**src/rtl/spi_arbiter_pkg.sv**
```systemverilog
// Shared types and constants for the SPI response arbiter.
package spi_arbiter_pkg;

    typedef enum logic [1:0] {
        IDLE,
        ARBITRATE,
        LOCKED
    } arb_state_e;

    localparam logic [3:0] GRANT_NONE             = 4'hF;
    localparam int         MAX_REQUESTERS         = 8;
    localparam logic [7:0] DEFAULT_STATUS_ADDRESS = 8'hDC;

    function automatic logic [7:0] sat_inc8(input logic [7:0] value);
        return (value == 8'hFF) ? value : value + 8'd1;
    endfunction

endpackage

```
**src/rtl/round_robin_picker.sv**
```systemverilog
// Combinational round-robin choice: first set valid bit above last_grant, wrapping.
module round_robin_picker
    import spi_arbiter_pkg::*;
#(
    parameter int REQUESTERS = 4
) (
    input  logic [REQUESTERS-1:0] valid,
    input  logic [3:0]            last_grant,
    output logic [3:0]            next_index,
    output logic                  any,
    output logic                  multiple
);

    int distance;
    int best_distance;

    // Distance 0 is the source just after last_grant; the smallest distance wins.
    always_comb begin
        next_index    = GRANT_NONE;
        best_distance = REQUESTERS;
        distance      = 0;
        for (int i = 0; i < REQUESTERS; i++) begin
            distance = (i + 2 * REQUESTERS - int'(last_grant) - 1) % REQUESTERS;
            if (valid[i] && (distance < best_distance)) begin
                best_distance = distance;
                next_index    = 4'(i);
            end
        end
    end

    assign any      = |valid;
    assign multiple = ($countones(valid) > 1);

endmodule

```
**src/rtl/spi_response_arbiter.sv**
```systemverilog
// Grants one SPI response source per transaction and serves a read-to-clear
// collision counter at STATUS_ADDRESS.
//
// state     | meaning
// IDLE      | no transaction, outputs parked
// ARBITRATE | transaction open, waiting for a responder or status opcode
// LOCKED    | grant fixed, granted source passed through until deselect
module spi_response_arbiter
    import spi_arbiter_pkg::*;
#(
    parameter int         REQUESTERS     = 4,
    parameter logic [7:0] STATUS_ADDRESS = DEFAULT_STATUS_ADDRESS
) (
    input  logic                    clock_in,
    input  logic                    reset_n_in,
    input  logic [7:0]              opcode_in,
    input  logic                    opcode_valid_in,
    input  logic [8*REQUESTERS-1:0] response_in,
    input  logic [REQUESTERS-1:0]   response_valid_in,
    output logic [7:0]              response_out,
    output logic                    response_valid_out,
    output logic [3:0]              grant_out,
    output logic                    collision_out
);

    localparam logic [3:0] INTERNAL_GRANT = 4'(REQUESTERS);

    arb_state_e state_q, state_d;
    logic [3:0] last_grant_q, last_grant_d;
    logic [7:0] collision_count_q, collision_count_d;
    logic       collision_d;
    logic [3:0] grant_d;
    logic [7:0] response_d;
    logic       response_valid_d;

    logic [3:0] pick_index;
    logic       pick_any;
    logic       pick_multiple;
    logic [3:0] sel_index;
    logic [7:0] sel_byte;
    logic       sel_valid;
    logic       status_opcode;

    round_robin_picker #(.REQUESTERS(REQUESTERS)) u_picker (
        .valid      (response_valid_in),
        .last_grant (last_grant_q),
        .next_index (pick_index),
        .any        (pick_any),
        .multiple   (pick_multiple)
    );

    assign status_opcode = (opcode_in == STATUS_ADDRESS);

    // One mux serves both the fresh pick and the locked grant.
    always_comb begin
        sel_index = (state_q == LOCKED) ? grant_out : pick_index;
        sel_byte  = '0;
        sel_valid = 1'b0;
        for (int k = 0; k < REQUESTERS; k++) begin
            if (sel_index == 4'(k)) begin
                sel_byte  = response_in[8*k +: 8];
                sel_valid = response_valid_in[k];
            end
        end
    end

    always_ff @(posedge clock_in) begin
        if (!reset_n_in) begin
            state_q            <= IDLE;
            last_grant_q       <= 4'(REQUESTERS - 1);
            collision_count_q  <= '0;
            collision_out      <= 1'b0;
            grant_out          <= GRANT_NONE;
            response_out       <= '0;
            response_valid_out <= 1'b0;
        end else begin
            state_q            <= state_d;
            last_grant_q       <= last_grant_d;
            collision_count_q  <= collision_count_d;
            collision_out      <= collision_d;
            grant_out          <= grant_d;
            response_out       <= response_d;
            response_valid_out <= response_valid_d;
        end
    end

    always_comb begin
        state_d = state_q;
        unique case (state_q)
            IDLE:      if (opcode_valid_in) state_d = ARBITRATE;
            ARBITRATE: if (status_opcode || pick_any) state_d = LOCKED;
            LOCKED:    state_d = LOCKED;
            default:   state_d = IDLE;
        endcase
        if (!opcode_valid_in) state_d = IDLE;
    end

    always_comb begin
        grant_d           = GRANT_NONE;
        response_d        = '0;
        response_valid_d  = 1'b0;
        last_grant_d      = last_grant_q;
        collision_count_d = collision_count_q;
        collision_d       = collision_out;
        if (opcode_valid_in) begin
            unique case (state_q)
                ARBITRATE: begin
                    if (status_opcode) begin
                        grant_d          = INTERNAL_GRANT;
                        response_d       = collision_count_q;
                        response_valid_d = 1'b1;
                    end else if (pick_any) begin
                        grant_d          = pick_index;
                        last_grant_d     = pick_index;
                        response_d       = sel_byte;
                        response_valid_d = sel_valid;
                        if (pick_multiple) begin
                            collision_count_d = sat_inc8(collision_count_q);
                            collision_d       = 1'b1;
                        end
                    end
                end
                LOCKED: begin
                    grant_d = grant_out;
                    if (grant_out == INTERNAL_GRANT) begin
                        response_d       = collision_count_q;
                        response_valid_d = 1'b1;
                    end else begin
                        response_d       = sel_byte;
                        response_valid_d = sel_valid;
                    end
                end
                default: ;
            endcase
        end
        // Read-to-clear applied last so it overrides any same-cycle collision.
        if (!opcode_valid_in && (state_q == LOCKED) && (grant_out == INTERNAL_GRANT)) begin
            collision_count_d = '0;
            collision_d       = 1'b0;
        end
    end

endmodule
```
**config.mk**
```make
export PLATFORM = sky130hd
export DESIGN_NAME = spi_response_arbiter
export DESIGN_NICKNAME = d
export VERILOG_FILES = /design/src/rtl/spi_arbiter_pkg.sv /design/src/rtl/round_robin_picker.sv /design/src/rtl/spi_response_arbiter.sv
export SDC_FILE = /design/constraint.sdc
export NUM_CORES = 1
export LEC_CHECK = 0
export ABC_AREA = 1
export BUFFER_PORTS_ARGS = -buffer_cell sky130_fd_sc_hd__buf_2
export CORE_UTILIZATION = 45
export DETAILED_ROUTE_END_ITERATION = 8
export GPL_ROUTABILITY_DRIVEN = 0
export GPL_TIMING_DRIVEN = 0
export PLACE_DENSITY = 0.69
export SLEW_MARGIN = 20
export SYNTH_ARGS = -nofsm -noshare
export SYNTH_HDL_FRONTEND = slang
export SYNTH_HIERARCHICAL = 1
export SYNTH_SLANG_ARGS = --single-unit
export TNS_END_PERCENT = 100
```
**constraint.sdc**
```tcl
create_clock -name clock_in -period 10.8 [get_ports clock_in]
set_clock_uncertainty 0.1 [all_clocks]
set_input_delay 1.08 -clock clock_in [delete_from_list [all_inputs] [get_ports clock_in]]
set_output_delay 1.08 -clock clock_in [all_outputs]
set_load 0.02 [all_outputs]
```
==> flow_summary.yaml, run 1 <==
sta:
  worst_pin_slew_ns: 0.601
  final_min_period_over_clock_period: 0.530
  worst_hold_slack_ns: 0.356
  setup_tns_ns: 0
  setup_viol_count_final: 0
  report.final.hold_viol_count: 0
  slew_headroom: 0.599
  unrepaired_setup_endpoints_after_global_routing: "false"
  min_period_ns: 5.73
  maxSlewViolCount: 0
  fmax_ghz: 0.175
final_layout:
  post-route-util: 0.568
  nets: 542
  antenna_cells: 0
  layout-drive-gt1-share: 0.209
  area_delta_synth_final_pct: 18.3
synth:
  combinational_family_with_the_most_area_after_synthesis: "simple AND/OR/NAND/NOR gates"
  synth.area.mux_share: 0
  post-synth-top-area-fraction: 0.227
  synthesis.nets: 477
  post_synth_and_or_nand_nor_area_fraction: 0.397
  synth-compound-area-share: 0.150
  post_synth_num_cell_types: 31
  postSynthCellCount: 409
  synth_xor_area_frac: 0.0209
  synth_sequential_area_ratio: 0.223
  post-synth-top-area-cell: "nand2_1"
  synth_area_um2: 2510
  synth_area_leaders: "nand2_1 (23%), dfxtp_1 (22%), ha_1 (10%), a21oi_1 (7.8%), inv_1 (5.5%)"
  synth.ff_latch_count: 28
  yosys.area_share.adder: 0.108
  syn-mean-instance-area_um2: 6.15
  ys.warnings.count: 6
global_route:
  overall_overflow_remaining_after_global_route: 0
  wire_length_of_the_first_global_routing_pass_mm: 11.1
  vias_in_the_first_global_route: 2472
  antenna_found_initial: 0
  grt_max_degree: 17
  grt.total_usage: 0.228
cts:
  clkTransAtPathRegs_ns: 0.10
  cts.root.buffer_cell: "clkbuf_8"
  cts-buffers-inserted: 3
  htreeDepth: 1
  postCtsSetupRepairBufs: 0
  cts_tree: "built"
  clock_tree.buffer_depth: 2
  clk-insertion-delay-late_ns: 0.27
  cts_hold_bufs: 0
  cts_sinks: 28
  postCtsResizedCells: 0
placed_design:
  final_hpwl_dp_mm: 5.12
  numPortBuffers: 60
hold_path:
  worst_hold_path_type: "flop to flop"
  hp_start: "collision_out"
critical_path:
  critical_path.slowest_cell: "dfxtp_1"
  cpLargestDelayFamily: "simple AND/OR/NAND/NOR gates"
  critical-path-max-stage-delay_ns: 0.50
  worst-endpoint-arrival_ns: 5.78
  crit_path_launch: "last_grant_q[0]"
  path_buf_inv: 7
  critical_path_class: "flop to flop"
  critical_path_start_type: "flop"
  critical_path.reg2reg.startpoint: "last_grant_q[0]"
  cp_data_required_time_ns: 10.86
  maximum_fanout_count_along_the_critical_path: 10
  worst_setup_path_end_kind: "flop"
  crit_path_frequent_cell: "nand2_1"
route:
  firstDrtPassIters: 4
  postRouteAntennaNets: 0
  drt_drc_violations_left: 0
  via_count: 2667
  drt-initial-drc-count: 100
  route.final.wire_length_mm: 6.44
  avgViaCountPerCell: 4.91
  wl_per_cell_um: 11.9
die:
  chip_height_um: 76.7
  initial_core_utilization: 0.480
  core_um2: 5240
  top_level_ports: 61
  die-width_um: 76.7
  num_rows: 26
  floorplan.die_area_um2: 5890
job:
  max_cap_viol_count: 0
pwr:
  power.density_nw_per_um2: 107
  peakVddDrop_uv: 75.0
  cellLeakagePower_nw: 1.54
run_status:
  result_of_the_run: "completed"
==> final timing paths <==
check | endpoint | slack (ns) | depth (start not counted)
max reg2reg | response_out[5] | 5.07 | 42
max | response_out[5] | 5.07 | 42
min reg2reg | collision_out | 0.36 | 2
min | collision_out | 0.36 | 2
==> tightest hold or removal path: stages (launching register included) <==
cell	delay, ns
dfxtp_1	0.32
inv_1	0.05
a21oi_1	0.05
==> synthesized netlist by cell type <==
| cell type | instances |
|---|---|
| nand2_2 | 8 |
| o21ai_2 | 1 |
| buf_2 | 4 |
| buf_6 | 5 |
| o211ai_1 | 2 |
| nor3_1 | 6 |
| nand4_1 | 5 |
| ha_1 | 20 |
| a221oi_1 | 1 |
| a2bb2oi_1 | 1 |
| fa_1 | 1 |
| buf_4 | 2 |
| or2_1 | 2 |
| nor2_1 | 26 |
| inv_4 | 1 |
| and3_1 | 1 |
| inv_1 | 37 |
| a21oi_1 | 39 |
| nand2_4 | 3 |
| nand2_1 | 152 |
| nand3_1 | 18 |
| nand3_2 | 3 |
| xor2_1 | 4 |
| xnor2_1 | 2 |
| dfxtp_1 | 28 |
| o21ai_1 | 11 |
| o21ai_0 | 16 |
| nor2_4 | 4 |
| a31oi_1 | 1 |
| inv_2 | 4 |
| clkbuf_1 | 1 |
==> cells in the final DEF, fill, tap and decap left out, types with 2 or more instances in the layout <==
master    Yosys  final
a21oi_1      39     39
buf_2         4     64
buf_4         2      2
buf_6         5      5
clkbuf_8      0      3
dfxtp_1      28     28
ha_1         20     20
inv_1        37     37
inv_2         4      4
nand2_1     152    152
nand2_2       8      8
nand2_4       3      3
nand3_1      18     18
nand3_2       3      3
nand4_1       5      5
nor2_1       26     26
nor2_4        4      4
nor3_1        6      6
o211ai_1      2      2
o21ai_0      16     16
o21ai_1      11     11
or2_1         2      2
xnor2_1       2      2
xor2_1        4      4
==> sequential cells by signal, summed over array words and instances, names as in the netlist <==
signal,cells
last_grant_q,4
response_out,8
collision_out,1
grant_out,4
state_q,2
response_valid_out,1
collision_count_q,8
==> logic make-up after synthesis <==
group,after synthesis
AO/OA/AOI/OAI,72
XOR/XNOR,6
adder cells (fa/ha/maj),21
buffers and inverters,54
flip-flops,28
AND/OR/NAND/NOR,228
==> routing by layer <==
layer	vias to the layer above	track usage	wire length (um)
met1	1156	0.334	3380
met2	69	0.364	2720
met3	6	0.0155	283
li1	1436	-	-
met4	0	0.0462	50
met5	-	0	0
==> final cells by class <==
type                            instances  area [um2]
Clock inverter                          1        30.0
Timing Repair Buffer                   60         300
Sequential cell                        28         561
Fill cell                             532        2260
Inverter                               42         160
Clock buffer                            3        41.3
Tap cell                               70        87.6
Buffer                                 12        95.1
Multi-Input combinational cell        327        1700
==> power breakdown <==
part	internal [mW]	switching, mW
sequential	0.105	0.00216
combinational	0.0485	0.0810
clock	0.0496	0.0329
total	0.203	0.116
==> through the flow <==
| step | cells | setup slack (ns) | total power, mW | instance area (um2) |
|---|---|---|---|---|
| 2_1_floorplan | 409 | 5.90 | 0.206 | 2510 |
| 3_3_place_gp | 539 | 5.19 | 0.237 | 2900 |
| 3_5_place_dp | 539 | 5.15 | 0.238 | 2900 |
| 4_1_cts | 543 | 5.12 | 0.321 | 2970 |
| 5_1_grt | 543 | 4.35 | 0.344 | 2970 |
| 6_report | 543 | 5.07 | 0.319 | 2970 |
No activity file was read; power rests on OpenSTA's default activity.
==> run 2, diff against run 1 <==
- clock period: 10.8 -> 6 ns (I/O delays scaled with it)
==> run 2 against run 1 <==
  * Utilization rose by 0.72 points
  * Fmax rose by 6.9%
  * Setup slack got worse by 4.4 ns
  * Count of clock-buffer cells in the layout did not move
  * Total power rose by 82%
  * Routed wire length rose by 0.53%
  * Largest power group unchanged
  * First-iteration DRC count fell by 1.0%
  * Combinational power rose by 86%
  * Clock power rose by 79%
  * Cell area rose by 1.3%
  * Critical path depth fell by 1
  * Non-clock buffer count did not move
==> flow_summary.yaml, run 2 (synthesis results as in run 1) <==
run_status:
  result_of_the_run: "completed"
critical_path:
  cpLargestDelayFamily: "simple AND/OR/NAND/NOR gates"
  critical_path_class: "flop to flop"
  path_buf_inv: 6
  maximum_fanout_count_along_the_critical_path: 8
  crit_path_frequent_cell: "nand2_1"
  worst-endpoint-arrival_ns: 5.45
  worst_setup_path_end_kind: "flop"
  critical_path.slowest_cell: "dfxtp_4"
  rr_endpoint: "response_out[5]"
  worst-path-stages: 41
  cp_data_required_time_ns: 6.10
  critical_path_start_type: "flop"
  critical-path-max-stage-delay_ns: 0.42
  critical_path.reg2reg.startpoint: "last_grant_q[0]"
  worst-r2r-setup-slack_ns: 0.65
  worst_r2r_path_depth: 41
sta:
  maxSlewViolCount: 0
  fmax_ghz: 0.187
  setup_viol_count_final: 0
  postLayoutSetupSlackWorst_ns: 0.646
  final_min_period_over_clock_period: 0.892
  worst_pin_slew_ns: 0.570
  worst_hold_slack_ns: 0.356
  min_period_ns: 5.35
  setup_tns_ns: 0
  report.final.hold_viol_count: 0
  slew_headroom: 0.620
  unrepaired_setup_endpoints_after_global_routing: "false"
die:
  chip_height_um: 76.7
  die-width_um: 76.7
  initial_core_utilization: 0.480
  top_level_ports: 61
  floorplan.die_area_um2: 5890
  num_rows: 26
  core_um2: 5240
cts:
  cts.root.buffer_cell: "clkbuf_8"
  cts_tree: "built"
  htreeDepth: 1
  clkTransAtPathRegs_ns: 0.10
  clk-insertion-delay-late_ns: 0.27
  clock_tree.buffer_depth: 2
  cts_sinks: 28
  cts-buffers-inserted: 3
  postCtsSetupRepairBufs: 0
route:
  avgViaCountPerCell: 4.94
  wl_per_cell_um: 11.9
  drt-initial-drc-count: 99
  via_count: 2684
  postRouteAntennaNets: 0
  drt_drc_violations_left: 0
  route.final.wire_length_mm: 6.47
  firstDrtPassIters: 4
job:
  max_cap_viol_count: 0
pwr:
  switching_power_mw: 0.213
  power_frac_clock: 0.255
  cellLeakagePower_nw: 1.54
  power.combinational.fraction: 0.413
  power.share.switching: 0.366
  peakVddDrop_uv: 134
  proportion_of_power_drawn_by_flip_flops_and_latches: 0.333
  power.density_nw_per_um2: 193
  cellInternalPower_mw: 0.368
final_layout:
  layout.cells.most_common_list: "nand2_1 (152), buf_2 (64), inv_1 (37), a21oi_1 (37), dfxtp_1 (26)"
  layout-drive-gt1-share: 0.222
  nets: 542
  final.fill_count: 523
  area_delta_synth_final_pct: 19.8
  antenna_cells: 0
  layout_commonest_cell: "nand2_1"
  top_regs: "collision_count_q (8), response_out (8)"
global_route:
  grt_max_degree: 17
  wire_length_of_the_first_global_routing_pass_mm: 11.1
  overall_overflow_remaining_after_global_route: 0
  antenna_found_initial: 0
  grt.total_usage: 0.228
  vias_in_the_first_global_route: 2472
hold_path:
  holdPathEnd: "collision_out"
  hp_start: "collision_out"
  hold-path-cell-count: 2
  worst_hold_path_type: "flop to flop"
placed_design:
  numPortBuffers: 60
  dp_worst_setup_slack_ns: 0.354
  final_hpwl_dp_mm: 5.12
==> run 2: cell count changes in the layout (fill, tap and decap cells not counted), moves of 2 or more <==
| cell | delta |
|---|---|
| a21oi_1 | -2 |
| dfxtp_1 | -2 |
| nand2_2 | -2 |
| nand2_4 | +2 |
==> run 2: repair_timing <==
item / in CTS / in global routing
hold buffers: 0 / 0
setup endpoints to repair: 0 / 9
resized for setup: 0 / 11
hold endpoints to repair: 0 / 0
==> run 2: power by group through the flow <==
stage                     clock network (mW)  registers (mW)  logic, mW
after floorplan                            0           0.199      0.172
after global placement                     0           0.198      0.229
after detailed placement                   0           0.198      0.232
after CTS                              0.152           0.193      0.233
after global routing                   0.158           0.194      0.274
final                                  0.148           0.193      0.240
==> run 2: stage by stage <==
| step | total power [mW] | area, um2 | instances | utilization |
|---|---|---|---|---|
| floorplan | 0.371 | 2510 | 409 | - |
| global placement | 0.426 | 2900 | 539 | 0.554 |
| detailed placement | 0.429 | 2900 | 539 | 0.554 |
| CTS | 0.578 | 2970 | 543 | 0.568 |
| global route | 0.626 | 3010 | 543 | 0.575 |
| finish | 0.581 | 3010 | 543 | 0.575 |
==> run 2: how the worst max path moves through the flow <==
stage               startpoint            endpoint  slack [ns]
2_1_floorplan  last_grant_q[0]  response_valid_out        1.10
3_3_place_gp   last_grant_q[0]     response_out[5]        0.39
3_5_place_dp   last_grant_q[0]     response_out[5]        0.35
4_1_cts        last_grant_q[0]     response_out[5]        0.32
5_1_grt        last_grant_q[0]     response_out[5]        0.02
6_report       last_grant_q[0]     response_out[5]        0.65
==> run 2: tightest hold or removal path: stages (launching register included) <==
cell and delay (ns):
dfxtp_1 0.32, inv_1 0.05, a21oi_1 0.05
==> run 2: final cells by class <==
class	instances	area (um2)	share of cell area
clock inverter	1	30.0	0.00998
buffer	12	95.1	0.0316
multi-input combinational	327	1730	0.574
tap	70	87.6	0.0291
inverter	42	163	0.0540
sequential	28	566	0.188
timing repair buffer	60	300	0.0998
clock buffer	3	41.3	0.0137
==> run 2: routing by layer <==
layer  up-vias  track usage  routed length [um]  share of wire
met5         -            0                   0              0
met4         0       0.0462                  51         0.0079
met3         6       0.0155                 288          0.045
met2        68        0.364                2730           0.42
met1      1169        0.334                3400           0.53
li1       1441            -                   -              -
